## config.mk

```make
export PLATFORM = sky130hd
export DESIGN_NAME = cc_decoder
export DESIGN_NICKNAME = d
export VERILOG_FILES = /design/src/rtl/cc_decoder.sv
export SDC_FILE = /design/constraint.sdc
export NUM_CORES = 1
export LEC_CHECK = 0
export ABC_AREA = 1
export CAP_MARGIN = 25
export CORE_MARGIN = 10
export CORE_UTILIZATION = 55
export CTS_CLUSTER_DIAMETER = 80
export CTS_CLUSTER_SIZE = 16
export DETAILED_ROUTE_END_ITERATION = 10
export PLACE_DENSITY = 0.77
export SLEW_MARGIN = 20
export SYNTH_ARGS = -nofsm -noshare
export SYNTH_HDL_FRONTEND = slang
export SYNTH_SLANG_ARGS = --single-unit
```

## constraint.sdc

```tcl
create_clock -name clk -period 2.1 [get_ports clk]
set_clock_uncertainty 0.1 [all_clocks]
set_input_delay 0.315 -clock clk [delete_from_list [all_inputs] [get_ports clk]]
set_output_delay 0.315 -clock clk [all_outputs]
set_load 0.05 [all_outputs]
```

## src/rtl/cc_decoder.sv

```systemverilog
// ---------------------------------------------------------------------------
// cc_decoder
//
// Serial decoder that undoes the normalize / shift / complement transforms of
// the upstream digit-transform block. A frame is one key digit followed by
// four encoded digits on the input port; the four reconstructed decimal
// digits are then returned on the output port, which honours back-pressure.
// Frames do not overlap: the input side is closed while a frame is decoded
// and emitted.
//
// Ports
//   clk        in   1  clock, rising edge
//   rst_n      in   1  asynchronous active-low reset
//   in_valid   in   1  input beat valid
//   in_ready   out  1  decoder accepts an input beat (KEY and DIG states)
//   in_mode    in   2  transform mode, sampled on the key beat only
//   in_digit   in   4  key digit, then encoded digits d0..d3
//   out_valid  out  1  output beat valid
//   out_ready  in   1  downstream accepts the output beat
//   out_digit  out  4  decoded digit, 0 while out_valid is low
//   out_err    out  1  frame error flag, 0 while out_valid is low
// ---------------------------------------------------------------------------
module cc_decoder (
    input  logic       clk,
    input  logic       rst_n,
    input  logic       in_valid,
    output logic       in_ready,
    input  logic [1:0] in_mode,
    input  logic [3:0] in_digit,
    output logic       out_valid,
    input  logic       out_ready,
    output logic [3:0] out_digit,
    output logic       out_err
);

    typedef enum logic [2:0] {
        S_IDLE,
        S_KEY,
        S_DIG,
        S_CALC,
        S_OUT
    } state_t;

    state_t     state_q, state_d;
    logic [3:0] key_q, key_d;
    logic [1:0] mode_q, mode_d;
    logic       err_q, err_d;
    logic [1:0] cnt_q, cnt_d;
    logic [1:0] ocnt_q, ocnt_d;
    logic [3:0] dig_q [4];
    logic [3:0] dig_d [4];
    logic [3:0] nbuf_q [4];
    logic [3:0] nbuf_d [4];

    logic       digitBad;
    logic [3:0] digitClean;

    // (a + b) mod 10 for two legal digits: 5-bit add, one conditional subtract.
    function automatic logic [3:0] addMod10(input logic [3:0] a, input logic [3:0] b);
        logic [4:0] s;
        s = {1'b0, a} + {1'b0, b};
        if (s >= 5'd10) begin
            s = s - 5'd10;
        end
        return s[3:0];
    endfunction

    // Ten's complement of a single digit, with 0 mapping to itself.
    function automatic logic [3:0] compl10(input logic [3:0] d);
        return (d == 4'd0) ? 4'd0 : (4'd10 - d);
    endfunction

    // Illegal digits are flagged and replaced by 0 before any arithmetic.
    assign digitBad   = (in_digit >= 4'd10);
    assign digitClean = digitBad ? 4'd0 : in_digit;

    // Next-state and output decode; handshakes are pure functions of state so
    // every output collapses to 0 the instant reset is applied.
    always_comb begin
        state_d   = state_q;
        key_d     = key_q;
        mode_d    = mode_q;
        err_d     = err_q;
        cnt_d     = cnt_q;
        ocnt_d    = ocnt_q;
        dig_d     = dig_q;
        nbuf_d    = nbuf_q;
        in_ready  = 1'b0;
        out_valid = 1'b0;
        out_digit = 4'd0;
        out_err   = 1'b0;

        case (state_q)
            S_IDLE: begin
                state_d = S_KEY;
            end

            S_KEY: begin
                in_ready = 1'b1;
                if (in_valid) begin
                    key_d   = digitClean;
                    mode_d  = in_mode;
                    err_d   = digitBad;
                    cnt_d   = 2'd0;
                    state_d = S_DIG;
                end
            end

            S_DIG: begin
                in_ready = 1'b1;
                if (in_valid) begin
                    dig_d[cnt_q] = digitClean;
                    err_d        = err_q | digitBad;
                    cnt_d        = cnt_q + 2'd1;
                    if (cnt_q == 2'd3) begin
                        state_d = S_CALC;
                    end
                end
            end

            S_CALC: begin
                case (mode_q)
                    2'd0: begin
                        nbuf_d = dig_q;
                    end
                    2'd1: begin
                        for (int i = 0; i < 4; i++) begin
                            nbuf_d[i] = addMod10(dig_q[i], key_q);
                        end
                    end
                    2'd2: begin
                        // d0 is the slot the shift pushed in; the key itself is n3.
                        nbuf_d[0] = addMod10(dig_q[3], key_q);
                        nbuf_d[1] = addMod10(dig_q[2], key_q);
                        nbuf_d[2] = addMod10(dig_q[1], key_q);
                        nbuf_d[3] = key_q;
                    end
                    default: begin
                        for (int i = 0; i < 4; i++) begin
                            nbuf_d[i] = compl10(dig_q[i]);
                        end
                    end
                endcase
                if ((mode_q == 2'd1 || mode_q == 2'd2) && dig_q[0] != 4'd0) begin
                    err_d = 1'b1;
                end
                ocnt_d  = 2'd0;
                state_d = S_OUT;
            end

            S_OUT: begin
                out_valid = 1'b1;
                out_digit = nbuf_q[ocnt_q];
                out_err   = err_q;
                if (out_ready) begin
                    ocnt_d = ocnt_q + 2'd1;
                    if (ocnt_q == 2'd3) begin
                        state_d = S_KEY;
                    end
                end
            end

            default: begin
                state_d = S_IDLE;
            end
        endcase
    end

    // State and datapath registers.
    always_ff @(posedge clk or negedge rst_n) begin
        if (!rst_n) begin
            state_q <= S_IDLE;
            key_q   <= 4'd0;
            mode_q  <= 2'd0;
            err_q   <= 1'b0;
            cnt_q   <= 2'd0;
            ocnt_q  <= 2'd0;
            for (int i = 0; i < 4; i++) begin
                dig_q[i]  <= 4'd0;
                nbuf_q[i] <= 4'd0;
            end
        end else begin
            state_q <= state_d;
            key_q   <= key_d;
            mode_q  <= mode_d;
            err_q   <= err_d;
            cnt_q   <= cnt_d;
            ocnt_q  <= ocnt_d;
            dig_q   <= dig_d;
            nbuf_q  <= nbuf_d;
        end
    end

endmodule

```

==> out/results.txt <==
WHS = 402 ps
Peak Freq = 425 MHz
Final Critical Period = 2350 ps
area of the multi-input gates = 0.00278 mm²
Final Setup Violations = 12
initial core utilization = 56.8%
drt pass-1 iters = 5
post-route worst setup slack = -251 ps
vias in the first global route = 3789
register bit count reported by yosys = 46
die width = 101 µm
layout cells sized above 1 = 37.1%
port bufs = 16
clock buffer count from CTS = 5
largest net degree at the start of global routing = 28
Pins Over Slew Limit = 0
vias = 3819
HPWL Detailed = 7560 µm
final core occ = 77.3%
commonest non-fill, non-tap cell in the layout = nand2_1
ANT cells = 0
Yosys cell types = 34
All-Layer GR Usage = 20.8%
Worst Path Required = 2200 ps
Yosys Warn Count = 0
Power Dens Cells = 1870 mW/mm²
CP Capture Type = register
core footprint = 0.00639 mm²
arrival time worst endpoint = 2450 ps
CTS tree = built
final worst path period share = 112%
syn_area_per_cell = 7.04 µm²
fill count = 426
CTS sink count = 46
total power = 9.25 mW
crit start category = register
root buffer cell = clkbuf_8
H-tree depth = 2
DRC = 0
post-synthesis net count = 558
ys async rst share = 100%
Synth top area share = 31.7%
Synth area leaders = dfrtp_1 32%, nand2_1 13%, ha_1 10%, nand3_1 7.9%, inv_1 6.2%
RSZ-0062 raised after global routing = yes
Synth area leader = dfrtp_1
hold crit path type = reg2reg
first-pass GRT wire length = 17400 µm
dpl cell area = 0.00416 mm²
num rows = 29
Worst-Margin Slew = 564 ps
violated checks = negative setup slack
register area share after synthesis = 31.7%
Reg clk slew, reported paths = 90 ps
Clk Latency, worst-skew pair = 310 ps
dpl cells = 627
Placement Setup Slack = -251 ps
worst rel slew slack = 62.2%
Cells after Synth = 515
synthesis-to-finish area growth = 36.1%
critical path type = reg2reg
most frequent cells in the layout = 90 x nand2_1, 47 x inv_1, 43 x dfrtp_1, 41 x nor2_1, 41 x buf_4
Register Area = 0.00115 mm²
initial antenna violation count = 0
clk buf depth = 2
max_cap viols = 0
Die Span Y = 101 µm
Die ar. = 0.0102 mm²
Total Wirelength = 11100 µm
leakage power total = 2.46 nW
Peak supply drop = 1.60 mV
Top FF cell, synth = dfrtp_1
status = finished with violations
Post-synth EDFFs = 0
Final Hold Fails = 0
# IOs = 17
Final GP Congestion = 0.891
First DRT Iteration DRCs = 265
final instance area = 0.00494 mm²
Final ANT Viol Nets = 0
final-stage net count = 614
grt total ovfl = 0
post-route insts no fill = 649
CP Max Fanout = 5
routed length per instance = 17.1 µm
Setup Total Neg Slack = -2310 ps
DR vias/cell = 5.88
Post-Syn Area = 0.00363 mm²
cells by family after synthesis:
family                   count (synthesis)  synth area share, %
AO/OA/AOI/OAI                          108                 16.5
XOR/XNOR                                 2                0.483
adder cells (fa/ha/maj)                 33                 12.2
buffers and inverters                   77                 8.35
flip-flops                              46                 31.7
AND/OR/NAND/NOR                        249                 30.8
repair_timing:
action / CTS / global route
endpoints found under the hold margin: 19 / 0
endpoints found under the setup margin: 12 / 16
pin swaps: 38 / 34
hold buffers: 1 / 0
gates resized for setup: 55 / 82
buffers inserted: 6 / 7
sequential cells by signal (all words and copies together), names as in the netlist:
register / cells
dig_q: 16
nbuf_q: 16
key_q: 4
state_q: 3
cnt_q: 2
mode_q: 2
ocnt_q: 2
err_q: 1
critical path: stages (launching register included):
cell and delay, ps:
dfrtp_2 500, ha_4 170, inv_2 40, fa_2 380, inv_2 80, nand2_2 60, nand2_2 70, inv_2 50
ha_4 170, nand2_4 60, nand3_4 90, nand2_4 100, nand2_4 60, nand3_2 80, nand3_2 80, nand2_1 70
a21oi_1 80
layout make-up:
class,instances,area share (%)
Tap cell,77,1.95
Inverter,68,5.17
Sequential cell,46,23.4
Clock inverter,2,0.760
Timing Repair Buffer,58,11.0
Multi-Input combinational cell,392,56.3
Clock buffer,6,1.47
path summary, 6_finish.rpt:
path / cells past startpoint / to / startpoint / slack (ps)
max: 16 / nbuf_q[1] / key_q[0] / -250
min: 2 / nbuf_q[10] / nbuf_q[10] / 400
max reg2reg: 16 / nbuf_q[1] / key_q[0] / -250
min reg2reg: 2 / nbuf_q[10] / nbuf_q[10] / 400
max in group asynchronous: 3 / ocnt_q[0] / rst_n / 940
min in group asynchronous: 2 / dig_q[9] / rst_n / 420
where the power goes:
| group | total (mW) | internal, mW | switching, mW | leakage (nW) |
|---|---|---|---|---|
| clock network | 0.687 | 0.356 | 0.332 | 0.0514 |
| logic | 6.97 | 2.85 | 4.13 | 1.84 |
| registers | 1.58 | 1.25 | 0.333 | 0.575 |
routing by layer:
| layer | part of all wire (%) | wire length [µm] | global-route usage (%) | up-vias |
|---|---|---|---|---|
| met1 | 41 | 4530 | 25.8 | 1817 |
| met4 | 4.3 | 472 | 8.47 | 0 |
| met2 | 50 | 5580 | 35.3 | 156 |
| li1 | - | - | - | 1797 |
| met5 | 0 | 0 | 0 | - |
| met3 | 4.5 | 497 | 3.00 | 49 |
cell usage after synthesis (4+ instances only):
| library cell | count |
|---|---|
| inv_2 | 7 |
| or2_1 | 4 |
| nand2_1 | 125 |
| nand2_4 | 4 |
| fa_1 | 4 |
| ha_1 | 29 |
| o21ai_0 | 41 |
| buf_2 | 5 |
| a21oi_2 | 4 |
| inv_1 | 60 |
| nor2_1 | 45 |
| dfrtp_1 | 46 |
| or2_2 | 4 |
| nand3_1 | 57 |
| o21ai_1 | 5 |
| a21oi_1 | 44 |
No activity file was read; power rests on OpenSTA's default activity.
